`src/rtl/uart_rx_pkg.sv`:
```
// Shared types and constants for the UART receive controller.
package uart_rx_pkg;

    typedef enum logic [2:0] {
        IDLE   = 3'd0,
        START  = 3'd1,
        DATA   = 3'd2,
        PARITY = 3'd3,
        STOP   = 3'd4
    } rx_state_e;

    localparam int PRESC_8  = 8;
    localparam int PRESC_16 = 16;
    localparam int PRESC_32 = 32;

    localparam logic PAR_EVEN = 1'b0;
    localparam logic PAR_ODD  = 1'b1;

endpackage

```
`src/rtl/uart_rx_edge_bit_cnt.sv`:
```
// Oversampling edge counter, data bit counter and 3-sample majority voter
// for the UART receiver.
module uart_rx_edge_bit_cnt #(
    parameter int DATA_WIDTH = 8,
    parameter int PRESCALE_W = 6
) (
    input  logic                  CLK,
    input  logic                  RST,
    input  logic                  active,
    input  logic                  in_data,
    input  logic                  rx_in,
    input  logic [PRESCALE_W-1:0] prescale,
    output logic                  end_of_bit,
    output logic                  sample_pt,
    output logic                  last_bit,
    output logic                  majority
);

    localparam int BIT_W = $clog2(DATA_WIDTH + 1);

    logic [PRESCALE_W-1:0] edge_cnt;
    logic [PRESCALE_W-1:0] half;
    logic [BIT_W-1:0]      bit_cnt;
    logic [2:0]            samples;

    assign half       = prescale >> 1;
    assign end_of_bit = active && (edge_cnt == prescale - PRESCALE_W'(1));
    assign sample_pt  = active && (edge_cnt == half + PRESCALE_W'(2));
    assign last_bit   = (bit_cnt == BIT_W'(DATA_WIDTH - 1));
    assign majority   = (samples[0] & samples[1]) | (samples[0] & samples[2]) |
                        (samples[1] & samples[2]);

    always_ff @(posedge CLK or negedge RST) begin
        if (!RST) begin
            edge_cnt <= '0;
        end else if (!active || end_of_bit) begin
            edge_cnt <= '0;
        end else begin
            edge_cnt <= edge_cnt + PRESCALE_W'(1);
        end
    end

    always_ff @(posedge CLK or negedge RST) begin
        if (!RST) begin
            bit_cnt <= '0;
        end else if (!in_data) begin
            bit_cnt <= '0;
        end else if (end_of_bit) begin
            bit_cnt <= bit_cnt + BIT_W'(1);
        end
    end

    // Three samples straddle mid-bit so a single-cycle glitch is outvoted.
    always_ff @(posedge CLK or negedge RST) begin
        if (!RST) begin
            samples <= '0;
        end else if (active) begin
            if (edge_cnt == half - PRESCALE_W'(1)) samples[0] <= rx_in;
            if (edge_cnt == half)                  samples[1] <= rx_in;
            if (edge_cnt == half + PRESCALE_W'(1)) samples[2] <= rx_in;
        end
    end

endmodule

```
`src/rtl/uart_rx_ctrl.sv`:
```
// UART receive controller: frame FSM, deserialiser, parity/stop checks and
// the output word register with its one-cycle valid strobe.
module uart_rx_ctrl #(
    parameter int DATA_WIDTH = 8,
    parameter int PRESCALE_W = 6
) (
    input  logic                  CLK,
    input  logic                  RST,
    input  logic                  RX_IN,
    input  logic [PRESCALE_W-1:0] PRESCALE,
    input  logic                  PAR_EN,
    input  logic                  PAR_TYP,
    output logic [DATA_WIDTH-1:0] P_DATA,
    output logic                  DATA_VALID,
    output logic                  PAR_ERR,
    output logic                  STP_ERR
);

    import uart_rx_pkg::*;

    rx_state_e state, next_state;

    logic [PRESCALE_W-1:0] presc_n, presc_q;
    logic                  par_en_q, par_typ_q;
    logic                  end_of_bit, sample_pt, last_bit, majority;
    logic [DATA_WIDTH-1:0] shift;
    logic                  par_fail, stp_fail, par_exp;
    logic                  start_entry, shift_en, par_check, stp_check, frame_done;

    uart_rx_edge_bit_cnt #(
        .DATA_WIDTH(DATA_WIDTH),
        .PRESCALE_W(PRESCALE_W)
    ) u_cnt (
        .CLK       (CLK),
        .RST       (RST),
        .active    (state != IDLE),
        .in_data   (state == DATA),
        .rx_in     (RX_IN),
        .prescale  (presc_q),
        .end_of_bit(end_of_bit),
        .sample_pt (sample_pt),
        .last_bit  (last_bit),
        .majority  (majority)
    );

    always_comb begin
        presc_n = PRESCALE_W'(PRESC_8);
        if (PRESCALE == PRESCALE_W'(PRESC_16))      presc_n = PRESCALE_W'(PRESC_16);
        else if (PRESCALE == PRESCALE_W'(PRESC_32)) presc_n = PRESCALE_W'(PRESC_32);
    end

    assign par_exp = (^shift) ^ (par_typ_q == PAR_ODD);

    always_ff @(posedge CLK or negedge RST) begin
        if (!RST) state <= IDLE;
        else      state <= next_state;
    end

    always_comb begin
        next_state = state;
        case (state)
            IDLE:    if (!RX_IN) next_state = START;
            START:   if (end_of_bit) next_state = majority ? IDLE : DATA;
            DATA:    if (end_of_bit && last_bit) next_state = par_en_q ? PARITY : STOP;
            PARITY:  if (end_of_bit) next_state = STOP;
            STOP:    if (end_of_bit) next_state = IDLE;
            default: next_state = IDLE;
        endcase
    end

    always_comb begin
        start_entry = 1'b0;
        shift_en    = 1'b0;
        par_check   = 1'b0;
        stp_check   = 1'b0;
        frame_done  = 1'b0;
        case (state)
            IDLE:   start_entry = !RX_IN;
            DATA:   shift_en    = sample_pt;
            PARITY: par_check   = sample_pt;
            STOP: begin
                stp_check  = sample_pt;
                frame_done = end_of_bit;
            end
            default: ;
        endcase
    end

    // Frame configuration is frozen at the start edge so mid-frame input changes are ignored.
    always_ff @(posedge CLK or negedge RST) begin
        if (!RST) begin
            presc_q   <= PRESCALE_W'(PRESC_8);
            par_en_q  <= 1'b0;
            par_typ_q <= PAR_EVEN;
            shift     <= '0;
            par_fail  <= 1'b0;
            stp_fail  <= 1'b0;
        end else begin
            if (start_entry) begin
                presc_q   <= presc_n;
                par_en_q  <= PAR_EN;
                par_typ_q <= PAR_TYP;
                par_fail  <= 1'b0;
                stp_fail  <= 1'b0;
            end
            if (shift_en)                          shift    <= {majority, shift[DATA_WIDTH-1:1]};
            if (par_check && (majority != par_exp)) par_fail <= 1'b1;
            if (stp_check && !majority)             stp_fail <= 1'b1;
        end
    end

    always_ff @(posedge CLK or negedge RST) begin
        if (!RST) begin
            P_DATA     <= '0;
            DATA_VALID <= 1'b0;
            PAR_ERR    <= 1'b0;
            STP_ERR    <= 1'b0;
        end else begin
            DATA_VALID <= 1'b0;
            if (frame_done) begin
                PAR_ERR <= par_fail;
                STP_ERR <= stp_fail;
                if (!par_fail && !stp_fail) begin
                    P_DATA     <= shift;
                    DATA_VALID <= 1'b1;
                end
            end
        end
    end

endmodule

```
`config.mk`:
```
export PLATFORM = sky130hd
export DESIGN_NAME = uart_rx_ctrl
export DESIGN_NICKNAME = d
export VERILOG_FILES = /design/src/rtl/uart_rx_pkg.sv /design/src/rtl/uart_rx_edge_bit_cnt.sv /design/src/rtl/uart_rx_ctrl.sv
export SDC_FILE = /design/constraint.sdc
export NUM_CORES = 1
export LEC_CHECK = 0
export BUFFER_PORTS_ARGS = -buffer_cell sky130_fd_sc_hd__buf_2
export CAP_MARGIN = 0
export CORE_MARGIN = 2
export CORE_UTILIZATION = 40
export DETAILED_ROUTE_END_ITERATION = 16
export GPL_ROUTABILITY_DRIVEN = 0
export GPL_TIMING_DRIVEN = 0
export PLACE_DENSITY_LB_ADDON = 0.05
export SLEW_MARGIN = 10
export SYNTH_ARGS = -nofsm -noshare
export SYNTH_HDL_FRONTEND = slang
export SYNTH_SLANG_ARGS = --single-unit
```
`constraint.sdc`:
```
create_clock -name CLK -period 5.2 [get_ports CLK]
set_input_delay 0.52 -clock CLK [delete_from_list [all_inputs] [get_ports CLK]]
set_output_delay 0.52 -clock CLK [all_outputs]
set_load 0.01 [all_outputs]
```
== Word level (Yosys, flattened, before mapping) ==
Cells that the tools add are included.
Word-level totals
  register bits after elaboration: 45
  output and inout port bits: 11
  input port bits: 11
  logic and storage cells: 92
Cells by class
  $add $sub $neg: 6
  multiplexer cells: 23
  reduce and logical (&&, ||, !) cells: 22
  eq/ne operators: 19
  bitwise operators: 6
Operators with widths (count)
  $eq 6x6->1: 4
  $mux 3: 6
  $mux 6: 3
  $pmux 3 s5: 1
  $ne 2x2->1 const B: 6
  $mux 1: 10
  $mux 4: 2
  $reduce_and 2->1: 4
  $reduce_xor 8->1: 1
  $add 5x1->6 const B: 1
  $add 5x2->6 const B: 1
  $add 6x1->6 const B: 1
  $eq 3x2->1 const B: 2
  $eq 6x5->1: 1
  $eq 6x5->1 const B: 1
  $eq 6x6->1 const B: 1
  $logic_and 1x1->1: 6
  $sub 5x1->6 const B: 1
  $sub 6x1->6 const B: 1
  $logic_not 1->1: 5
  $reduce_and 5->1: 1
  $add 4x1->4 const B: 1
  $eq 4x3->1 const B: 1
  $reduce_bool 2->1: 2
  10 further kinds: 13

== Logic depth before layout (Yosys ltp) ==
  word-level depth: 6
  mapped depth: 7
  gate-level depth less buffers: 6

== Hierarchy ==
From an unflattened synthesis, not the netlist that was laid out.
Second synthesis, totals
  cell total of the unflattened synthesis: 243
  area, all modules: 2632.5 µm²
Modules (own cells, without submodules)
  uart_rx_ctrl: cells an instance 103, times used 1, area an instance 1372.6 µm², seq. area each 726.9 µm²
  uart_rx_edge_bit_cnt: cells an instance 140, times used 1, area an instance 1260.0 µm², seq. area each 325.3 µm²

== Worst setup path before layout ==
No wires, ideal clock.
  path kind: reg2reg
  from: register presc_q[3]
  to: register P_DATA[0]
  clock period less this slack: 2.352 ns
  cell stages (with the launch flop): 7
  arrival: 2.228 ns
  library setup time: 0.125 ns
  slack: 2.848 ns
  required time: 5.075 ns
  path buffers: 0
  cells stage by stage: dfstp_2 > inv_1 > ha_1 > xnor3_1 > nand4_4 > nor4_4 > mux2_2
Between the ends
  cells in the longest elaborated chain, start to end: 5
RTL lines
  from (decl): RTL line uart_rx_ctrl.sv:23  | logic [PRESCALE_W-1:0] presc_n, presc_q;
  from (signal assigned): RTL line uart_rx_ctrl.sv:92  | presc_q <= PRESCALE_W'(PRESC_8);
  from (signal assigned): RTL line uart_rx_ctrl.sv:100  | presc_q <= presc_n;
  $sub 6x1->6: RTL line uart_rx_edge_bit_cnt.sv:27  | assign end_of_bit = active && (edge_cnt == prescale - PRESCALE_W'(1));
  $eq 6x6->1: RTL line uart_rx_edge_bit_cnt.sv:27
  $logic_and 1x1->1: RTL line uart_rx_edge_bit_cnt.sv:27
  $mux 1: RTL line uart_rx_ctrl.sv:77  | case (state)
  $reduce_and 2->1 (no source line)
  to (signal assigned): RTL line uart_rx_ctrl.sv:124  | P_DATA <= shift;
  to (decl): RTL line uart_rx_ctrl.sv:13  | output logic [DATA_WIDTH-1:0] P_DATA,
Every way passes these cells.
A chain may end at the register's enable or synchronous reset.

== Final worst setup path ==
  from: register presc_q[3]
  to: register P_DATA[7]
Same word-level chain as after synthesis.

==> results.json <==
{
  "outcome": "completed",
  "syn_avg_cell_area_um2": 11.6,
  "p_per_area_mw_per_mm2": 425,
  "nets": 226,
  "core-area_mm2": 0.00507,
  "drt_iter0_markers": 75,
  "post-cts-setup-buffers": 0,
  "die_x_um": 76.3,
  "grt_max_degree": 43,
  "io-pin-count": 22,
  "placed_area_mm2": 0.00228,
  "clock_latency_ns": 0.29,
  "root_buffer": "clkbuf_8",
  "ctsLongestPathBuffers": 2,
  "finClkSkew_ns": 0.00416,
  "yosys_warnings": 0,
  "max_clock_freq_mhz": 372,
  "ant_nets": 0,
  "vdd_drop_max_mv": 0.226,
  "die_h_um": 76.3,
  "crit_path_start_kind": "flip-flop",
  "synth-main-ff-cell": "dfrtp_1",
  "cp.required_ns": 5.37,
  "grt.total_usage": 0.144,
  "grt_overflow": 0,
  "synth_edf_count": 0,
  "cts_buffers": 5,
  "cp_slowest_cell": "nor4_4",
  "path_class": "reg2reg",
  "syn_nets": 198,
  "firstDrtPassIters": 4,
  "viasPerCell": 5.04,
  "period_needed_ns": 2.69,
  "internal_power_uw": 652,
  "grt_pass1_vias": 1431,
  "crit_fanout": 10,
  "path_cells": "inv_1 -> ha_1 -> xnor3_1 -> nand4_4 -> nor4_4 -> mux2_2",
  "hold_viol_final": 0,
  "post_cts_resize_count": 0,
  "netlist.top_cell.by_area": "dfrtp_1",
  "slew_violations": 0,
  "p_leak_uw": 0.00115,
  "post_synth_num_cell_types": 39,
  "drc": 0,
  "synth_top_area_share": 0.490,
  "design_area_mm2": 0.00238,
  "start_util": 0.412,
  "grt_pass1_wl_um": 6750,
  "switching_power_uw": 357,
  "rrSetupSlack_ns": 2.51,
  "clk_pin_slew_ns": 0.07,
  "synthArstFlopShare": 1.00,
  "syn_area_mm2": 0.00209,
  "routedWlPerCell_um": 13.7,
  "hold_class": "in2async",
  "ctsHoldBuffers": 0,
  "numClockSinks": 42,
  "relSlewSlack": 0.369,
  "routed_wl_um": 3830,
  "port_buffers": 21,
  "syn_to_final_growth_pct": 13.6,
  "slowest_delay_ns": 0.62,
  "finalSetupTns_ns": 0,
  "setup_violations": 0,
  "num_vias": 1411,
  "dp_hpwl_um": 2790,
  "num_rows": 26,
  "seq_area_frac_synth": 0.503,
  "synth.most_common_cell": "dfrtp_1",
  "die-area_mm2": 0.00582,
  "ys_ff_latch": 42,
  "final_layout_size_suffix_gt1_frac": 0.276,
  "maxCapViolCount": 0,
  "crit_arrival_ns": 2.86,
  "rsz0062_at_grt": "no",
  "grt_antenna_before_repair": 0,
  "ys_top_cells_by_area": "dfrtp_1 (49%), mux2_2 (11%), xor2_1 (4.6%), ha_1 (3.6%), xnor2_1 (3.3%)",
  "worst_pin_slew_ns": 0.947,
  "synthCells": 181,
  "diodes": 0,
  "seqPwrFrac": 0.435,
  "synth_commonest_cells": "dfrtp_1 (41), mux2_2 (21), nand2_1 (16)",
  "reg2regPathDepth": 6,
  "setup.worst_path.end_class": "flip-flop",
  "comb_power_share": 0.354,
  "clkPwrFrac": 0.211,
  "cts_tree": "built",
  "fill_cells": 507,
  "fin_crit_sh": 0.517,
  "htree_levels": 2,
  "swShare": 0.354,
  "holdWs_ns": 0.377
}
[worst max-delay path: cells and delay by family, from the launching register on]
family	cells	cell delay, ns
and+or+nand+nor	2	0.84
xor gates and xnor gates	1	0.44
adders and majority gates	1	0.23
DFF	1	0.59
buffers and inverters	1	0.06
muxes	1	0.41
[cell type report]
class | count | area, um2 | area share
clock inverters | 1 | 5.00 | 0.00211
inverters | 4 | 15.0 | 0.00632
repair buffers | 21 | 105 | 0.0442
multi-input cells | 129 | 1000 | 0.421
well taps | 70 | 87.6 | 0.0369
plain buffers | 6 | 23.8 | 0.0100
clock buffers | 7 | 86.3 | 0.0363
flip-flops and latches | 42 | 1050 | 0.443
[stage by stage]
step / setup WS, ns / instances / power (uW) / utilization
after floorplan: 2.85 / 181 / 725 / -
after global placement: 2.59 / 272 / 797 / 0.450
after detailed placement: 2.49 / 272 / 810 / 0.450
after CTS: 2.47 / 280 / 1030 / 0.468
after global routing: 2.37 / 280 / 1090 / 0.468
final: 2.51 / 280 / 1010 / 0.468
[registers in the layout, summed over array words and instances, names as in the netlist, 3 cells and up]
register,count
P_DATA,8
shift,8
u_cnt.edge_cnt,6
u_cnt.bit_cnt,4
presc_q,3
state,3
u_cnt.samples,3
[metal layers]
| layer | wire [um] | global-route usage | vias up | part of all wire |
|---|---|---|---|---|
| li1 | - | - | 694 | - |
| met1 | 1760 | 0.184 | 685 | 0.46 |
| met5 | 0 | 0 | - | 0 |
| met4 | 41 | 0.0382 | 0 | 0.011 |
| met2 | 1860 | 0.243 | 28 | 0.49 |
| met3 | 165 | 0.0391 | 4 | 0.043 |
[layout by cell type (no fill, tap or decap), types with 2 or more instances in the layout]
master	n
nor2_1	12
nand2b_1	4
clkbuf_1	6
or3_1	2
nand3_1	5
clkbuf_8	6
buf_2	22
o31ai_1	2
nand4_1	2
xnor2_1	8
dfrtp_1	41
xor2_1	11
nor3_1	5
ha_1	6
mux2_2	21
a21oi_1	5
nor3b_1	2
nand2_1	16
a31oi_1	3
o21ai_0	6
inv_1	4
xnor3_1	2
[final timing paths]
kind / from / to
max in group asynchronous: RST / u_cnt.bit_cnt[2]
setup / recovery: presc_q[3] / P_DATA[7]
hold reg to reg: PAR_ERR / PAR_ERR
hold / removal: RST / P_DATA[4]
min in group CLK: PAR_TYP / par_typ_q
setup reg to reg: presc_q[3] / P_DATA[7]
[logic make-up (layout without fill, tap and decap cells)]
logic type      after synthesis  count (layout)  synth area share
simple gates                 61              61             0.167
flops                        42              42             0.503
xor+xnor                     21              21             0.101
mux                          21              21             0.113
compound gates               19              19            0.0562
buf+inv                      10              39            0.0185
fa+ha+maj                     7               7            0.0407
[power by group through the flow]
stage,clock network (uW),registers (uW),logic [uW]
6_report,213,440,357
4_1_cts,221,441,364
5_1_grt,236,449,410
3_3_place_gp,0,446,352
3_5_place_dp,0,447,363
2_1_floorplan,0,433,293
No activity file was read; power rests on OpenSTA's default activity.
